**src/rtl/pll_rate_pkg.sv**
```systemverilog
// Shared register map and FSM state encoding for the PLL rate switcher.
// Imported by the sequencer top level.
package pll_rate_pkg;

    localparam logic [5:0] REG_MODE  = 6'd0;
    localparam logic [5:0] REG_START = 6'd2;
    localparam logic [5:0] REG_MFRAC = 6'd7;

    typedef enum logic [2:0] {
        IDLE,
        W_MODE,
        GAP1,
        W_FRAC,
        GAP2,
        W_START,
        W_UNLOCK,
        W_LOCK
    } rate_state_t;

endpackage

```
**src/rtl/pll_rate_switcher_sync2.sv**
```systemverilog
// Two-flop synchronizer for a single asynchronous level into clk_sys.
// Both stages clear to 0 on reset.
module sync2 (
    input  logic clk_sys,
    input  logic reset,
    input  logic d,
    output logic q
);

    logic meta;

    // Two-stage capture of the asynchronous level.
    always_ff @(posedge clk_sys or posedge reset) begin
        if (reset) begin
            meta <= 1'b0;
            q    <= 1'b0;
        end else begin
            meta <= d;
            q    <= meta;
        end
    end

endmodule

```
**src/rtl/pll_rate_switcher.sv**
```systemverilog
// Drives the PLL reconfig Avalon-MM port to switch the fractional-M word
// between native and 60 Hz adjust rates, then waits for relock.
module pll_rate_switcher
    import pll_rate_pkg::*;
#(
    parameter logic [31:0] FRAC_NATIVE  = 32'd3639383488,
    parameter logic [31:0] FRAC_ALT     = 32'd3262113561,
    parameter int          GAP          = 3,
    parameter int          LOCK_TIMEOUT = 65535
) (
    input  logic        clk_sys,
    input  logic        reset,
    input  logic        sel_alt,
    input  logic        locked,
    input  logic        cfg_waitrequest,
    output logic        cfg_write,
    output logic [5:0]  cfg_address,
    output logic [31:0] cfg_data,
    output logic        applied,
    output logic        busy,
    output logic        done,
    output logic        error
);

    localparam logic [3:0]  GAP_LD = 4'(GAP);
    localparam logic [15:0] TMO_LD = 16'(LOCK_TIMEOUT);

    rate_state_t state, state_n;
    logic        sel_s, sel_d, lock_s;
    logic [3:0]  gap_cnt;
    logic [15:0] tmo_cnt;
    logic        trig, gap_ld, tmo_ld, done_n, err_set;

    sync2 u_sync_sel (
        .clk_sys (clk_sys),
        .reset   (reset),
        .d       (sel_alt),
        .q       (sel_s)
    );

    sync2 u_sync_lock (
        .clk_sys (clk_sys),
        .reset   (reset),
        .d       (locked),
        .q       (lock_s)
    );

    // State, counters and sticky status registers.
    always_ff @(posedge clk_sys or posedge reset) begin
        if (reset) begin
            state   <= IDLE;
            sel_d   <= 1'b0;
            applied <= 1'b0;
            done    <= 1'b0;
            error   <= 1'b0;
            gap_cnt <= 4'd0;
            tmo_cnt <= 16'd0;
        end else begin
            state <= state_n;
            sel_d <= sel_s;
            done  <= done_n;
            if (trig) begin
                applied <= sel_d;
                error   <= 1'b0;
            end else if (err_set) begin
                error <= 1'b1;
            end
            if (gap_ld) begin
                gap_cnt <= GAP_LD;
            end else if ((state == GAP1 || state == GAP2) && gap_cnt != 4'd0) begin
                gap_cnt <= gap_cnt - 4'd1;
            end
            if (tmo_ld) begin
                tmo_cnt <= TMO_LD;
            end else if ((state == W_UNLOCK || state == W_LOCK) && tmo_cnt != 16'd0) begin
                tmo_cnt <= tmo_cnt - 16'd1;
            end
        end
    end

    // Next-state decode and Avalon-MM write outputs.
    always_comb begin
        state_n     = state;
        cfg_write   = 1'b0;
        cfg_address = 6'd0;
        cfg_data    = 32'd0;
        busy        = (state != IDLE);
        trig        = 1'b0;
        gap_ld      = 1'b0;
        tmo_ld      = 1'b0;
        done_n      = 1'b0;
        err_set     = 1'b0;
        unique case (state)
            IDLE: begin
                if (sel_s == sel_d && sel_d != applied) begin
                    trig    = 1'b1;
                    state_n = W_MODE;
                end
            end
            W_MODE: begin
                cfg_write   = 1'b1;
                cfg_address = REG_MODE;
                if (!cfg_waitrequest) begin
                    gap_ld  = 1'b1;
                    state_n = GAP1;
                end
            end
            GAP1: begin
                if (gap_cnt <= 4'd1) state_n = W_FRAC;
            end
            W_FRAC: begin
                cfg_write   = 1'b1;
                cfg_address = REG_MFRAC;
                cfg_data    = applied ? FRAC_ALT : FRAC_NATIVE;
                if (!cfg_waitrequest) begin
                    gap_ld  = 1'b1;
                    state_n = GAP2;
                end
            end
            GAP2: begin
                if (gap_cnt <= 4'd1) state_n = W_START;
            end
            W_START: begin
                cfg_write   = 1'b1;
                cfg_address = REG_START;
                if (!cfg_waitrequest) begin
                    tmo_ld  = 1'b1;
                    state_n = W_UNLOCK;
                end
            end
            W_UNLOCK: begin
                if (!lock_s || tmo_cnt == 16'd0) begin
                    tmo_ld  = 1'b1;
                    state_n = W_LOCK;
                end
            end
            W_LOCK: begin
                if (lock_s) begin
                    done_n  = 1'b1;
                    state_n = IDLE;
                end else if (tmo_cnt == 16'd0) begin
                    err_set = 1'b1;
                    state_n = IDLE;
                end
            end
            default: state_n = IDLE;
        endcase
    end

endmodule

```
**config.mk**
```make
export PLATFORM = sky130hd
export DESIGN_NAME = pll_rate_switcher
export DESIGN_NICKNAME = d
export VERILOG_FILES = /design/src/rtl/pll_rate_pkg.sv /design/src/rtl/pll_rate_switcher_sync2.sv /design/src/rtl/pll_rate_switcher.sv
export SDC_FILE = /design/constraint.sdc
export NUM_CORES = 1
export LEC_CHECK = 0
export CORE_ASPECT_RATIO = 1.25
export CORE_MARGIN = 2
export CORE_UTILIZATION = 35
export CTS_BUF_LIST = sky130_fd_sc_hd__clkbuf_2
export DETAILED_ROUTE_END_ITERATION = 8
export PLACE_DENSITY_LB_ADDON = 0.12
export SETUP_SLACK_MARGIN = 0.4
export SKIP_CTS_REPAIR_TIMING = 1
export SYNTH_ARGS = -nofsm -noshare
export SYNTH_HDL_FRONTEND = slang
export SYNTH_HIERARCHICAL = 1
export SYNTH_SLANG_ARGS = --single-unit
```
**constraint.sdc**
```tcl
create_clock -name clk_sys -period 3.5 [get_ports clk_sys]
set_input_delay 0.35 -clock clk_sys [delete_from_list [all_inputs] [get_ports clk_sys]]
set_output_delay 0.35 -clock clk_sys [all_outputs]
set_load 0.02 [all_outputs]
```
==> metrics <==
Buffers on Ports 36; Die W 70.9 microns; antenna fix cells 0; post-layout util 0.415; Largest regs tmo_cnt: 16 flops, gap_cnt: 4 flops, state: 3 flops; TNS Setup 0 ps; Achievable Freq 365 MHz; Layout area overhead 14.5%; DRC Markers 0; final WL 3970 microns; r2r setup slk 1190 ps; Reg2Reg Launch Point tmo_cnt[11]; pin count of the biggest net entering global routing 19; Inserted Clock Buffers 5; hpwl dp 2940 microns; H-tree levels 2; Crit-path slowest cell clkdlybuf4s50_1; mean post-synth cell area 9.29 sq um; grt total ovfl 0; first-pass GRT wire length 6670 microns; Crit path arrival time 2390 ps; Post-synth EDFFs 0; pre-CTS WS 869 ps; Worst Setup SP state[1]; VDD IR max 0.206 mV; asr flop ratio synth 1.00; gpl congestion 0.763; R2R cell count 4; Least-Margin Pin Slew 784 ps; ratio of cells with drive above 1 in the final layout 0.106; count leader, synth buf_4; CP max stage delay 660 ps; P_leak 0.864 nW; Final Hold Viols 0; CP Class reg2out; initial antenna violation count 0; 1st-pass router iterations 4; crit path to cfg_data[3]; synthesis-stage register bit count 31; max-cap violations 0; CTS tree yes; CTS Buffer Depth 2; Pwr per Cell Area 709 nW/um^2; Tcrit/Tclk final 0.782; DIE AREA 6220 sq um; placed cell count 283; vias in the first global route 1443; HP Class in2async; Reg with most FFs tmo_cnt; Final min period 2740 ps; clock slew at reported path FFs 170 ps; stages on the worst setup path 4; worst path required time 3150 ps; status completed; nets 236; delay-heaviest family, CP simple AND/OR/NAND/NOR gates; Main synth FF type dfrtp_1; synth unique cells 46; Yosys warnings 6; CP startpoint kind flip-flop; Seq/Total Area, Yosys 0.396; RSZ-0062 raised after global routing false; Synth Instances 211; CP Capture Type output pin; top cells by area, synth dfrtp_1, buf_4, ha_1; Core ar. 5410 sq um; CTS Sinks 31; relative slew slack 0.472; critical path fanouts, max 12; Max Transition Viols Final 0; WP buf/inv 1; DR iter-0 viols 55; Vias 1506; post-synth top area cell dfrtp_1; Worst R2R End tmo_cnt[1]; Ports 48; chip height 87.7 microns; Skew-Pair Late Insertion Delay 370 ps; number of flip-flops under the largest register name 16; GRT Total Usage 0.135; row cnt 30; Post-Syn Area 1960 sq um; Via density 5.18; wire per inst 13.6 microns; Synth top cells by count buf_4, dfrtp_1, inv_1; Initial Util 0.363; non-filler cells in the finished layout 291; ANT nets after route 0; setup violators final 0; final hold slack 157 ps; clk root buf clkbuf_2; Cell Chain, Critical Path nand2_1 -> nor2_4 -> and2_1 -> clkdlybuf4s50_1; final worst slack 762 ps; worst clock skew 11.0 ps; Synth top area share 0.396
[area by class of cell]
type / count / area, sq um
fillers: 551 / 3160
multi-input cells: 137 / 901
flip-flops and latches: 31 / 776
repair buffers: 38 / 375
well taps: 64 / 80.1
inverters: 13 / 48.8
clock inverters: 3 / 38.8
clock buffers: 5 / 25.0
[power breakdown]
group / internal [mW] / leakage (nW) / total [mW] / switching, mW
Clock: 0.118 / 0.0404 / 0.248 / 0.130
Combinational: 0.367 / 0.493 / 0.800 / 0.433
Sequential: 0.427 / 0.330 / 0.543 / 0.116
[cell families after synthesis]
logic type,after synthesis,share of synthesized area
compound gates,37,0.134
xor+xnor,4,0.0179
fa+ha+maj,5,0.0319
buf+inv,53,0.168
flops,31,0.396
other cells,1,0.00191
simple gates,80,0.251
[how the worst min path moves through the flow]
stage,from,end,cells past startpoint
finish,reset,u_sync_sel/meta,2
global route,reset,u_sync_lock/q,2
CTS,reset,u_sync_lock/meta,2
detailed placement,u_sync_sel/meta,u_sync_sel/q,0
global placement,u_sync_sel/meta,u_sync_sel/q,0
floorplan,reset,u_sync_lock/meta,1
[routing by layer]
| metal | track usage | vias to the layer above | part of all wire |
|---|---|---|---|
| met4 | 0.0515 | 0 | 0.014 |
| met3 | 0.0311 | 6 | 0.048 |
| met5 | 0 | - | 0 |
| met1 | 0.152 | 716 | 0.42 |
| li1 | - | 742 | - |
| met2 | 0.248 | 42 | 0.52 |
[metrics by stage]
step | total power, mW | area (sq um)
2_1_floorplan | 1.14 | 2000
3_3_place_gp | 1.35 | 2170
3_5_place_dp | 1.35 | 2170
4_1_cts | 1.61 | 2240
5_1_grt | 1.71 | 2240
6_report | 1.59 | 2240
[cell usage in the layout (no fill, tap or decap), drive strengths merged, types with 2 or more instances in the layout]
cell / netlist / layout
clkdlybuf4s50: 0 / 36
dfrtp: 31 / 31
inv: 13 / 13
nand3: 12 / 12
nor2: 12 / 12
o21ai: 11 / 11
conb: 1 / 11
or4: 11 / 11
or3: 10 / 10
nand2: 7 / 7
o31ai: 7 / 7
nor4: 7 / 7
ha: 5 / 5
clkbuf: 4 / 5
xnor2: 4 / 4
a21oi: 4 / 4
or2: 4 / 4
nand2b: 3 / 3
nor3b: 3 / 3
nor3: 3 / 3
nor2b: 2 / 2
o211ai: 2 / 2
and2: 2 / 2
buf: 36 / 2
clkinv: 0 / 2
Note: power is estimated with default switching activity, not from simulation.
